**config.mk**
```make
export PLATFORM = sky130hd
export DESIGN_NAME = mem_port_arbiter
export DESIGN_NICKNAME = d
export VERILOG_FILES = /design/src/rtl/mem_port_arbiter.sv
export SDC_FILE = /design/constraint.sdc
export NUM_CORES = 1
export LEC_CHECK = 0
export CORE_ASPECT_RATIO = 0.6
export CORE_MARGIN = 2
export CORE_UTILIZATION = 30
export CTS_BUF_LIST = sky130_fd_sc_hd__clkbuf_8
export CTS_CLUSTER_SIZE = 28
export DETAILED_ROUTE_END_ITERATION = 8
export GPL_TIMING_DRIVEN = 0
export MAX_ROUTING_LAYER = met4
export PLACE_DENSITY_LB_ADDON = 0.12
export SYNTH_ARGS = -nofsm -noshare
export SYNTH_HDL_FRONTEND = slang
export SYNTH_SLANG_ARGS = --single-unit
```
**constraint.sdc**
```tcl
create_clock -name clk -period 4.98 [get_ports clk]
set_input_delay 1.494 -clock clk [delete_from_list [all_inputs] [get_ports clk]]
set_output_delay 1.494 -clock clk [all_outputs]
set_load 0.05 [all_outputs]
```
**src/rtl/mem_port_arbiter.sv**
```systemverilog
// Two-port memory arbiter: CPU datapath (port 0) and loader/DMA (port 1)
// share one memory. Round-robin ownership with a bounded burst when the
// other port is waiting; read data is returned to the owning port one
// cycle after the transfer.
//
// state | meaning
// ------+-------------------------------------------------------------
// IDLE  | no owner, no grants, no memory strobes; arbitrate requests
// OWN0  | port 0 owns the memory; gnt0 follows req0
// OWN1  | port 1 owns the memory; gnt1 follows req1
module mem_port_arbiter #(
   parameter int ADDR_W    = 13,
   parameter int DATA_W    = 8,
   parameter int MAX_BURST = 4
) (
   input  logic              clk,
   input  logic              rst,
   input  logic              req0,
   input  logic              we0,
   input  logic [ADDR_W-1:0] addr0,
   input  logic [DATA_W-1:0] wdata0,
   output logic              gnt0,
   output logic              rvalid0,
   output logic [DATA_W-1:0] rdata0,
   input  logic              req1,
   input  logic              we1,
   input  logic [ADDR_W-1:0] addr1,
   input  logic [DATA_W-1:0] wdata1,
   output logic              gnt1,
   output logic              rvalid1,
   output logic [DATA_W-1:0] rdata1,
   output logic [ADDR_W-1:0] mem_address,
   output logic [DATA_W-1:0] mem_write_data,
   output logic              mem_read,
   output logic              mem_write,
   input  logic [DATA_W-1:0] mem_rdata,
   output logic [1:0]        owner
);

   localparam int CNT_W = $clog2(MAX_BURST + 1);
   localparam logic [CNT_W-1:0] MAX_CNT = CNT_W'(MAX_BURST);

   // Encoding doubles as the owner code (00 idle, 01 port0, 10 port1).
   localparam logic [1:0] IDLE = 2'b00;
   localparam logic [1:0] OWN0 = 2'b01;
   localparam logic [1:0] OWN1 = 2'b10;

   logic [1:0]       state, state_nxt;
   logic             last, last_nxt;
   logic [CNT_W-1:0] burst_cnt, cnt_nxt;
   logic [CNT_W-1:0] cnt_inc;
   logic             cur_req, cur_we, other_req, burst_hit;

   // Select the owning port's request and the competing port's request.
   always_comb begin
      cur_req   = 1'b0;
      cur_we    = 1'b0;
      other_req = 1'b0;
      case (state)
         OWN0: begin
            cur_req   = req0;
            cur_we    = we0;
            other_req = req1;
         end
         OWN1: begin
            cur_req   = req1;
            cur_we    = we1;
            other_req = req0;
         end
         default: ;
      endcase
   end

   // Grants and memory-side mux; everything is quiet outside an OWN state.
   always_comb begin
      gnt0           = 1'b0;
      gnt1           = 1'b0;
      mem_address    = '0;
      mem_write_data = '0;
      mem_read       = 1'b0;
      mem_write      = 1'b0;
      case (state)
         OWN0: begin
            gnt0           = req0;
            mem_address    = addr0;
            mem_write_data = wdata0;
            mem_read       = req0 & ~we0;
            mem_write      = req0 & we0;
         end
         OWN1: begin
            gnt1           = req1;
            mem_address    = addr1;
            mem_write_data = wdata1;
            mem_read       = req1 & ~we1;
            mem_write      = req1 & we1;
         end
         default: ;
      endcase
      owner = state;
   end

   // Burst counting saturates so a lone requester never wraps the count.
   always_comb begin
      cnt_inc   = (burst_cnt == MAX_CNT) ? MAX_CNT : burst_cnt + 1'b1;
      burst_hit = cur_req && (cnt_inc == MAX_CNT);
   end

   // Next-state: tie in IDLE goes to the port that did not own last.
   always_comb begin
      state_nxt = state;
      last_nxt  = last;
      cnt_nxt   = burst_cnt;
      case (state)
         IDLE: begin
            if (req0 && (!req1 || last))
               state_nxt = OWN0;
            else if (req1)
               state_nxt = OWN1;
         end
         OWN0, OWN1: begin
            if (other_req && (!cur_req || burst_hit)) begin
               state_nxt = (state == OWN0) ? OWN1 : OWN0;
               last_nxt  = (state == OWN1);
               cnt_nxt   = '0;
            end else if (!cur_req && !other_req) begin
               state_nxt = IDLE;
               last_nxt  = (state == OWN1);
               cnt_nxt   = '0;
            end else if (cur_req) begin
               cnt_nxt = cnt_inc;
            end
         end
         default: begin
            state_nxt = IDLE;
            cnt_nxt   = '0;
         end
      endcase
   end

   // Arbitration state; last starts at 1 so port 0 wins the first tie.
   always_ff @(posedge clk or negedge rst) begin
      if (!rst) begin
         state     <= IDLE;
         last      <= 1'b1;
         burst_cnt <= '0;
      end else begin
         state     <= state_nxt;
         last      <= last_nxt;
         burst_cnt <= cnt_nxt;
      end
   end

   // Capture read data per port; rdata holds until that port reads again.
   always_ff @(posedge clk or negedge rst) begin
      if (!rst) begin
         rvalid0 <= 1'b0;
         rvalid1 <= 1'b0;
         rdata0  <= '0;
         rdata1  <= '0;
      end else begin
         rvalid0 <= gnt0 & ~cur_we;
         rvalid1 <= gnt1 & ~cur_we;
         if (gnt0 && !cur_we)
            rdata0 <= mem_rdata;
         if (gnt1 && !cur_we)
            rdata1 <= mem_rdata;
      end
   end

endmodule

```
==> results of run 1 <==
[area by class of cell]
cell class,count,area (um^2)
fill,441,2330
timing repair buffer,100,1000
multi-input combinational,116,907
sequential,24,602
tap,66,82.6
buffer,10,51.3
clock buffer,3,41.3
clock inverter,1,30.0
inverter,8,30.0
[worst max-delay path by stage]
stage	startpoint	end	slack, ns	cells after the start
after detailed placement	req1	mem_write	0.12	6
after global routing	req0	mem_read	0.1	5
after CTS	req0	mem_write	0.12	6
final	req0	mem_read	0.19	5
after floorplan	req1	mem_write	0.65	4
after global placement	req0	mem_write	0.12	6
[cells in the final DEF (no fill, tap or decap), types with 2 or more instances in the layout]
master	Yosys	layout
clkdlybuf4s50_1	0	99
nor2b_1	26	26
dfrtp_1	23	23
a22oi_1	22	22
mux2_2	17	17
nand2_1	9	9
inv_1	8	8
ha_1	7	7
clkbuf_1	5	5
o21ai_0	4	4
a21oi_1	4	4
a21oi_2	3	3
nor2_1	3	3
clkbuf_8	0	3
buf_2	2	2
o22ai_1	2	2
a21o_1	2	2
o21bai_1	2	2
a211oi_2	2	2
[sequential cells by signal (all words and copies together), names as in the netlist]
register / flops
rdata0: 8
burst_cnt: 3
rdata1: 8
owner: 2
rvalid1: 1
last: 1
rvalid0: 1
[power groups by stage]
stage | Combinational, mW | Sequential (mW) | Clock (mW)
floorplan | 0.621 | 0.595 | 0
global placement | 1.30 | 0.331 | 0
detailed placement | 1.30 | 0.333 | 0
CTS | 1.30 | 0.331 | 0.176
global route | 1.37 | 0.342 | 0.185
finish | 1.29 | 0.330 | 0.173
[critical path, stage by stage]
cell and delay (ns):
clkdlybuf4s50_1 0.58, nand2_1 0.14, o22ai_1 0.13, and2_1 0.14, clkdlybuf4s50_1 0.81
[layer usage]
| metal | vias to the layer above | wire [um] |
|---|---|---|
| met2 | 32 | 2300 |
| met5 | - | 0 |
| li1 | 775 | - |
| met1 | 731 | 2310 |
| met4 | 0 | 8 |
| met3 | 2 | 236 |
[cell families (layout without fill, tap and decap cells)]
kind of cell    after synthesis  after routing  share of synthesized area [%]
compound gates               46             46                           21.6
xor+xnor                      2              2                           1.10
fa+ha+maj                     7              7                           5.51
buf+inv                      18            122                           5.11
flops                        24             24                           37.8
mux                          19             19                           13.6
simple gates                 42             42                           15.3
[through the flow]
stage | cells | total power, mW
2_1_floorplan | 158 | 1.22
3_3_place_gp | 324 | 1.63
3_5_place_dp | 324 | 1.63
4_1_cts | 328 | 1.81
5_1_grt | 328 | 1.89
6_report | 328 | 1.80
[repair_timing]
| action | CTS | global route |
|---|---|---|
| endpoints found under the setup margin | 0 | 1 |
| endpoints found under the hold margin | 0 | 0 |
| gates resized for setup | 0 | 1 |
==> impl_metrics.sql, run 1 <==
INSERT INTO impl_metrics (metric_group, metric, value, unit) VALUES
('synthesis', 'yosys.area.top_type', 'dfrtp_1', ''),
('sta', 'setup_slack', '0.189', 'ns'),
('critical_path', 'path_class', 'primary input to primary output', ''),
('floorplan', 'num_rows', '20', ''),
('power_and_ir_drop', 'ir_drop', '0.000368', 'V'),
('job', 'cap_violations', '0', ''),
('cells_and_area', 'share_of_layout_cells_above_drive_strength_1', '13.0', '%'),
('cts', 'cts_max_level', '1', ''),
('hold_path', 'worstHoldStart', 'rdata1[1]$_DFFE_PN0P_', ''),
('cts', 'clk_path_buf_depth', '2', ''),
('synthesis', 'synth.net_count', '221', ''),
('cts', 'cts_inserted_buffers', '3', ''),
('global_route', 'met1_routing_resource_usage_after_global_routing', '21.9', '%'),
('sta', 'timing.final.crit_period', '4.79', 'ns'),
('route', 'detail-route-antenna-nets', '0', ''),
('synthesis', 'number_of_flops_mapped_to_enable_cells_by_yosys', '0', ''),
('power_and_ir_drop', 'p_leak', '1.09', 'nW'),
('sta', 'report.final.hold_viol_count', '0', ''),
('synthesis', 'area_contributors_post_synth', 'dfrtp_1, mux2_2, a22oi_1', ''),
('placed_design', 'dpl_cell_area', '2670', 'um^2'),
('power_and_ir_drop', 'seq_power_share', '18.4', '%'),
('critical_path', 'worstSetupEndpointType', 'primary output', ''),
('sta', 'whs', '0.513', 'ns'),
('cts', 'cts-hold-fix-buffers', '0', ''),
('critical_path', 'worstPathRequired', '3.49', 'ns'),
('sta', 'fmax', '209', 'MHz'),
('cts', 'cts_tree', 'done', ''),
('synthesis', 'ys_ff_latch', '24', ''),
('floorplan', 'die_height', '60.4', 'um'),
('critical_path', 'worstRegToRegCells', '5', ''),
('synthesis', 'synthDistinctLibCells', '34', ''),
('route', 'post_drt_wl_per_cell', '14.8', 'um'),
('power_and_ir_drop', 'power.density', '654', 'nW/um^2'),
('cells_and_area', 'layout.cell_area.non_filler', '2750', 'um^2'),
('global_route', 'antenna_violations_before_repair', '0', ''),
('power_and_ir_drop', 'switching_power_of_the_nets', '0.914', 'mW'),
('route', 'totalWireLength', '4.85', 'mm'),
('synthesis', 'synthFlopType', 'dfrtp_1', ''),
('critical_path', 'reg2reg_to', 'rdata0[4]$_DFFE_PN0P_', ''),
('sta', 'setup_repair_after_global_routing_missed_its_margin', 'no', ''),
('critical_path', 'timing.critical_path.fanout_max', '6', ''),
('status', 'outcome', 'finished, final reports clean', ''),
('sta', 'final_max_slew_viol_count', '0', ''),
('synthesis', 'synth.top_cells.by_count', 'nor2b_1, dfrtp_1, a22oi_1', ''),
('route', 'dr.first_iter.drc_count', '65', ''),
('critical_path', 'setup.reg_to_reg.worst_slack', '2.90', 'ns'),
('cells_and_area', 'final_nets', '326', ''),
('synthesis', 'ys_warn_count', '0', ''),
('synthesis', 'async_flop_share', '100', '%'),
('critical_path', 'r2r_start', 'owner[1]$_DFFE_PN0P_', ''),
('sta', 'final.setup_skew', '0.00661', 'ns'),
('floorplan', 'core_area', '5080', 'um^2'),
('cts', 'cts_root_buf', 'clkbuf_8', ''),
('power_and_ir_drop', 'clock_power_share', '9.6', '%'),
('floorplan', 'initial_utilization', '31.3', '%'),
('cells_and_area', 'diodes', '0', ''),
('synthesis', 'post_synth_instance_area', '1590', 'um^2'),
('synthesis', 'seq_area_frac_synth', '37.8', '%'),
('cells_and_area', 'final_util', '54.1', '%'),
('global_route', 'grt_overflow_total', '0', ''),
('hold_path', 'hold_path_depth', '1', ''),
('synthesis', 'netlist.area_leader.share', '36.2', '%'),
('cts', 'clock_insertion_delay_worst_skew', '0.27', 'ns'),
('placed_design', 'routability_congestion_estimate_from_global_placement', '0.799', ''),
('route', 'drt_pre_antenna_iters', '4', ''),
('cts', 'cts.clk_slew.worst_paths', '0.09', 'ns'),
('cells_and_area', 'areaGrowthSynthToFinish', '72.8', '%'),
('synthesis', 'syn_inst', '158', ''),
('route', 'overall_via_count_from_detail_route', '1540', ''),
('floorplan', 'die_span_x', '98.0', 'um'),
('synthesis', 'yosys.cell_count.top_type', 'nor2b_1', '');
(Power assumes the default switching activity.)
==> run 2, diff against run 1 <==
Settings changed: SETUP_SLACK_MARGIN set to 0.2.
Clock period 4.98 ns to 4.15 ns, I/O delays scaled along.
==> impl_metrics.sql, run 2 (synthesis gave the netlist of run 1 again) <==
INSERT INTO impl_metrics (metric_group, metric, value, unit) VALUES
('sta', 'report.final.setup_viol', '0', ''),
('hold_path', 'hold_path_depth', '1', ''),
('route', 'drt_pre_antenna_iters', '4', ''),
('critical_path', 'critical_path_start', 'req1', ''),
('route', 'detail-route-antenna-nets', '0', ''),
('power_and_ir_drop', 'power.density', '777', 'nW/um^2'),
('sta', 'layout_worst_path_cycle_share', '93.1', '%'),
('cts', 'clk_path_buf_depth', '2', ''),
('cells_and_area', 'areaGrowthSynthToFinish', '70.3', '%'),
('cells_and_area', 'largest_registers', 'rdata0 (8), rdata1 (8), burst_cnt (3)', ''),
('cells_and_area', 'mostFrequentLayoutCells', 'clkdlybuf4s50_1, nor2b_1, dfrtp_1, a22oi_1, dlygate4sd2_1', ''),
('hold_path', 'hold_path.class', 'flip-flop to flip-flop', ''),
('power_and_ir_drop', 'power_switching_share', '52.0', '%'),
('cells_and_area', 'final_util', '53.3', '%'),
('placed_design', 'dpl_cell_area', '2670', 'um^2'),
('sta', 'final.setup_skew', '0.00663', 'ns'),
('power_and_ir_drop', 'ir_drop', '0.000441', 'V'),
('power_and_ir_drop', 'power', '2.10', 'mW'),
('sta', 'worst-slew-pin-transition', '1.05', 'ns'),
('route', 'dr.first_iter.drc_count', '67', ''),
('cts', 'clock_insertion_delay_worst_skew', '0.27', 'ns'),
('sta', 'timing.final.crit_period', '3.86', 'ns'),
('critical_path', 'timing.critical_path.fanout_max', '5', ''),
('critical_path', 'arrival', '2.62', 'ns'),
('route', 'drcViolationCount', '0', ''),
('cells_and_area', 'diodes', '0', ''),
('critical_path', 'setup.reg_to_reg.worst_slack', '2.07', 'ns'),
('critical_path', 'critical_path.slowest_cell', 'dlygate4sd2_1', ''),
('status', 'outcome', 'finished, final reports clean', ''),
('floorplan', 'initial_utilization', '31.3', '%'),
('power_and_ir_drop', 'power.share.combinational', '71.3', '%'),
('floorplan', 'core_area', '5080', 'um^2'),
('route', 'totalWireLength', '4.85', 'mm'),
('cts', 'sink_count', '24', ''),
('cts', 'cts_root_buf', 'clkbuf_8', ''),
('global_route', 'global_route_wire_length_before_repair', '7.42', 'mm'),
('power_and_ir_drop', 'switching_power_of_the_nets', '1.09', 'mW'),
('global_route', 'maximum_number_of_pins_on_one_net_before_global_route_repair', '25', ''),
('cts', 'cts_inserted_buffers', '3', ''),
('critical_path', 'reg2reg_to', 'rdata0[4]$_DFFE_PN0P_', ''),
('cts', 'cts_max_level', '1', ''),
('cells_and_area', 'layout.cells.most_common', 'clkdlybuf4s50_1', ''),
('sta', 'fmax', '259', 'MHz'),
('cts', 'cts-hold-fix-buffers', '0', ''),
('cells_and_area', 'final_nets', '326', ''),
('floorplan', 'die_height', '60.4', 'um'),
('job', 'cap_violations', '0', ''),
('cells_and_area', 'fin_cells', '328', ''),
('power_and_ir_drop', 'p_leak', '1.17', 'nW'),
('placed_design', 'routability_congestion_estimate_from_global_placement', '0.799', ''),
('cells_and_area', 'layout.cell_area.non_filler', '2710', 'um^2'),
('cts', 'cts_tree', 'done', ''),
('power_and_ir_drop', 'cellInternalPower', '1.01', 'mW'),
('sta', 'final_max_slew_viol_count', '0', ''),
('hold_path', 'min_delay_worst_endpoint', 'rdata1[1]$_DFFE_PN0P_', ''),
('sta', 'setup_repair_after_global_routing_missed_its_margin', 'no', ''),
('cells_and_area', 'share_of_layout_cells_above_drive_strength_1', '14.1', '%'),
('global_route', 'antenna_violations_before_repair', '0', ''),
('critical_path', 'worstSetupEndpointType', 'primary output', ''),
('route', 'post_drt_wl_per_cell', '14.8', 'um'),
('critical_path', 'path_class', 'primary input to primary output', ''),
('floorplan', 'design.die.area', '5920', 'um^2'),
('hold_path', 'worstHoldStart', 'rdata1[1]$_DFFE_PN0P_', ''),
('cts', 'cts.clk_slew.worst_paths', '0.09', 'ns'),
('critical_path', 'timing.critical_path.cells', 'clkdlybuf4s50_1 -> nand2_1 -> inv_1 -> dlygate4sd2_1', ''),
('power_and_ir_drop', 'clock_power_share', '9.9', '%'),
('critical_path', 'delay_of_the_slowest_critical_path_stage', '0.56', 'ns'),
('global_route', 'first_global_vias', '1501', ''),
('placed_design', 'dp_cells', '324', ''),
('route', 'overall_via_count_from_detail_route', '1540', ''),
('placed_design', 'hpwl', '3.94', 'mm'),
('floorplan', 'num_rows', '20', ''),
('cts', 'postCtsSetupBuffers', '0', ''),
('critical_path', 'worstSetupStartpointType', 'primary input', ''),
('floorplan', 'boundaryPins', '101', ''),
('sta', 'timing.slew.headroom', '30.1', '%'),
('route', 'detail_route.vias_per_cell', '4.70', ''),
('sta', 'report.final.hold_viol_count', '0', ''),
('placed_design', 'placement.io_buffers', '100', ''),
('power_and_ir_drop', 'seq_power_share', '18.8', '%'),
('sta', 'whs', '0.513', 'ns'),
('floorplan', 'die_span_x', '98.0', 'um'),
('global_route', 'grt_overflow_total', '0', ''),
('global_route', 'grt.total_usage', '16.0', '%'),
('critical_path', 'worstPathRequired', '2.90', 'ns'),
('critical_path', 'worstRegToRegCells', '5', ''),
('critical_path', 'r2r_start', 'owner[1]$_DFFE_PN0P_', '');
==> run 2: changes by cell type in the layout (fill, tap and decap cells not counted) <==
cell	previous run	this run
buf_2	2	3
dlymetal6s2s_1	1	0
clkbuf_2	0	1
clkdlybuf4s50_1	99	75
dlygate4sd2_1	0	22
clkdlybuf4s15_2	0	1
==> run 2: per-layer routing <==
layer,share of wire [%],routed length [um],global-route usage (%),vias to the layer above
li1,-,-,-,774
met1,48,2310,22.0,732
met2,47,2300,24.6,32
met3,4.9,236,4.26,2
met4,0.16,8,2.38,0
met5,0,0,-,-
==> run 2: through the flow <==
stage               setup TNS (ns)  setup slack (ns)
floorplan                        0             0.316
global placement            -0.389            -0.213
detailed placement          -0.356            -0.208
CTS                              0            0.0735
global route                     0             0.203
finish                           0             0.286
==> run 2: power groups by stage <==
stage / logic [mW] / clock network [mW] / registers (mW)
after floorplan: 0.746 / 0 / 0.714
after global placement: 1.56 / 0 / 0.398
after detailed placement: 1.56 / 0 / 0.399
after CTS: 1.51 / 0.211 / 0.398
after global routing: 1.59 / 0.222 / 0.410
final: 1.50 / 0.208 / 0.396
==> run 2: cell type report <==
cell class	instances	area (um^2)
multi-input combinational	116	907
clock buffer	3	41.3
fill	441	2370
inverter	8	30.0
timing repair buffer	100	965
clock inverter	1	30.0
buffer	10	51.3
tap	66	82.6
sequential	24	602
==> run 2: worst max-delay path, delay by kind of cell <==
kind / cells / cell delay (ns)
buffers and inverters: 3 / 1.25
AND/OR/NAND/NOR: 1 / 0.12
==> run 2: worst max path at each step <==
stage,to,slack (ns)
after floorplan,mem_write,0.32
final,gnt1,0.29
after global routing,mem_write,0.20
after global placement,mem_write,-0.21
after CTS,mem_write,0.07
after detailed placement,mem_write,-0.21
==> run 2: timing repair <==
item	in CTS	in global routing
pin swaps	0	0
gates resized for setup	27	5
setup endpoints to repair	25	2
==> run 3, diff against run 2 <==
Settings changed: CORE_ASPECT_RATIO 0.6 to 0.7.
==> impl_metrics.sql, run 3 (synthesis gave the netlist of run 1 again) <==
INSERT INTO impl_metrics (metric_group, metric, value, unit) VALUES
('status', 'outcome', 'finished, final reports clean', ''),
('sta', 'layout_worst_path_cycle_share', '93.6', '%'),
('cells_and_area', 'layout.cells.most_common', 'clkdlybuf4s50_1', ''),
('sta', 'whs', '0.510', 'ns'),
('critical_path', 'cp.buffers_inverters', '3', ''),
('sta', 'worst-slew-pin-transition', '1.04', 'ns'),
('cts', 'cts_root_buf', 'clkbuf_8', ''),
('hold_path', 'hold_path.class', 'flip-flop to flip-flop', ''),
('sta', 'report.final.hold_viol_count', '0', ''),
('critical_path', 'worstPathRequired', '2.90', 'ns'),
('critical_path', 'worst_path_dominant_cell_family', 'buffers and inverters', ''),
('floorplan', 'num_rows', '22', ''),
('cts', 'clock_insertion_delay_worst_skew', '0.27', 'ns'),
('route', 'drt_pre_antenna_iters', '4', ''),
('global_route', 'antenna_violations_before_repair', '0', ''),
('hold_path', 'hold_path_depth', '1', ''),
('critical_path', 'setup.reg_to_reg.worst_slack', '2.04', 'ns'),
('floorplan', 'initial_utilization', '30.7', '%'),
('hold_path', 'min_delay_worst_endpoint', 'rdata0[1]$_DFFE_PN0P_', ''),
('floorplan', 'die_span_x', '91.0', 'um'),
('cts', 'clk_path_buf_depth', '2', ''),
('power_and_ir_drop', 'power.share.combinational', '71.4', '%'),
('sta', 'final.setup_skew', '0.00749', 'ns'),
('placed_design', 'placement.io_buffers', '100', ''),
('global_route', 'first_global_vias', '1486', ''),
('cells_and_area', 'final_nets', '326', ''),
('cells_and_area', 'mostFrequentLayoutCells', 'clkdlybuf4s50_1, nor2b_1, dfrtp_1, a22oi_1, dlygate4sd2_1', ''),
('global_route', 'grt_overflow_total', '0', ''),
('power_and_ir_drop', 'ir_drop', '0.000406', 'V'),
('cts', 'cts.clk_slew.worst_paths', '0.09', 'ns'),
('placed_design', 'hpwl', '3.67', 'mm'),
('route', 'detail_route.vias_per_cell', '4.61', ''),
('floorplan', 'core_area', '5170', 'um^2'),
('global_route', 'grt.total_usage', '16.0', '%'),
('global_route', 'maximum_number_of_pins_on_one_net_before_global_route_repair', '25', ''),
('cts', 'sink_count', '24', ''),
('cells_and_area', 'share_of_layout_cells_above_drive_strength_1', '14.1', '%'),
('cells_and_area', 'diodes', '0', ''),
('critical_path', 'arrival', '2.64', 'ns'),
('floorplan', 'design.die.area', '5910', 'um^2'),
('critical_path', 'worstRegToRegCells', '9', ''),
('sta', 'setup_slack', '0.265', 'ns'),
('critical_path', 'timing.critical_path.cells', 'clkdlybuf4s50_1 -> nand2_1 -> inv_1 -> dlygate4sd2_1', ''),
('sta', 'timing.final.crit_period', '3.89', 'ns'),
('power_and_ir_drop', 'power_switching_share', '51.7', '%'),
('route', 'detail-route-antenna-nets', '0', ''),
('cts', 'postCtsSetupBuffers', '0', ''),
('cells_and_area', 'final_util', '52.5', '%'),
('cells_and_area', 'areaGrowthSynthToFinish', '70.8', '%'),
('route', 'dr.first_iter.drc_count', '39', ''),
('critical_path', 'reg2reg_to', 'last$_DFFE_PN1P_', ''),
('sta', 'final_max_slew_viol_count', '0', ''),
('hold_path', 'worstHoldStart', 'rdata0[1]$_DFFE_PN0P_', ''),
('route', 'totalWireLength', '4.64', 'mm'),
('critical_path', 'worstSetupStartpointType', 'primary input', ''),
('power_and_ir_drop', 'power', '2.09', 'mW'),
('power_and_ir_drop', 'seq_power_share', '18.9', '%'),
('cells_and_area', 'largest_registers', 'rdata0 (8), rdata1 (8), burst_cnt (3)', ''),
('critical_path', 'worstSetupEndpointType', 'primary output', ''),
('critical_path', 'path_class', 'primary input to primary output', ''),
('route', 'post_drt_wl_per_cell', '13.9', 'um'),
('critical_path', 'critical_path_start', 'req1', ''),
('critical_path', 'timing.critical_path.fanout_max', '5', ''),
('placed_design', 'place_ws', '-0.219', 'ns'),
('floorplan', 'boundaryPins', '101', ''),
('sta', 'setup_repair_after_global_routing_missed_its_margin', 'no', ''),
('power_and_ir_drop', 'cellInternalPower', '1.01', 'mW'),
('sta', 'report.final.setup_viol', '0', ''),
('cts', 'cts-hold-fix-buffers', '0', ''),
('sta', 'fmax', '257', 'MHz'),
('global_route', 'global_route_wire_length_before_repair', '7.44', 'mm'),
('cts', 'cts_tree', 'done', ''),
('floorplan', 'die_height', '64.9', 'um'),
('power_and_ir_drop', 'clock_power_share', '9.6', '%'),
('power_and_ir_drop', 'power.density', '771', 'nW/um^2'),
('critical_path', 'critical_path.slowest_cell', 'dlygate4sd2_1', ''),
('critical_path', 'delay_of_the_slowest_critical_path_stage', '0.56', 'ns'),
('critical_path', 'r2r_start', 'owner[1]$_DFFE_PN0P_', ''),
('job', 'cap_violations', '0', ''),
('cts', 'cts_inserted_buffers', '3', ''),
('cts', 'cts_max_level', '1', ''),
('sta', 'timing.slew.headroom', '30.6', '%'),
('cells_and_area', 'fill_cells', '518', ''),
('route', 'overall_via_count_from_detail_route', '1539', ''),
('power_and_ir_drop', 'p_leak', '1.17', 'nW'),
('power_and_ir_drop', 'switching_power_of_the_nets', '1.08', 'mW'),
('placed_design', 'routability_congestion_estimate_from_global_placement', '0.806', ''),
('route', 'drcViolationCount', '0', '');
## run 3: cell count changes in the layout (fill, tap and decap cells not counted), sizes merged
cell    previous run  this run
buf                6         5
clkbuf             9        10
## run 3: worst max-delay path by stage
| stage | endpoint | slack [ns] | cells past startpoint |
|---|---|---|---|
| 2_1_floorplan | mem_write | 0.32 | 4 |
| 3_3_place_gp | mem_write | -0.25 | 6 |
| 3_5_place_dp | mem_write | -0.22 | 6 |
| 4_1_cts | mem_write | 0.06 | 6 |
| 5_1_grt | mem_write | 0.20 | 6 |
| 6_report | gnt1 | 0.26 | 4 |
## run 3: per-layer routing
metal / GRT usage [%] / part of all wire [%]
met2: 24.2 / 47
met4: 1.52 / 0.34
met3: 3.84 / 4.6
met1: 22.6 / 48
met5: - / 0
## run 3: layout make-up
type                       count  area [um^2]  share of cell area (%)
timing repair buffer         100          965                    35.5
clock buffer                   3         41.3                    1.52
tap                           72         90.1                    3.32
clock inverter                 1         30.0                    1.11
buffer                        10         51.3                    1.89
multi-input combinational    116          907                    33.4
inverter                       8         30.0                    1.11
sequential                    24          602                    22.2
## run 3: metrics by stage
step / cell area [um^2] / instances / setup TNS, ns
after detailed placement: 2680 / 330 / -0.419
after global placement: 2680 / 330 / -0.511
after CTS: 2720 / 334 / 0
after floorplan: 1590 / 158 / 0
after global routing: 2720 / 334 / 0
final: 2720 / 334 / 0
## run 3: power groups by stage
stage	sequential (mW)	clock [mW]	combinational [mW]
after global routing	0.411	0.217	1.59
final	0.396	0.202	1.50
after global placement	0.400	0	1.55
after CTS	0.398	0.207	1.51
after floorplan	0.714	0	0.746
after detailed placement	0.399	0	1.55
## run 3: what timing repair did
action / CTS / global route
hold endpoints to repair: 0 / 0
resized for setup: 27 / 4
setup endpoints to repair: 25 / 2
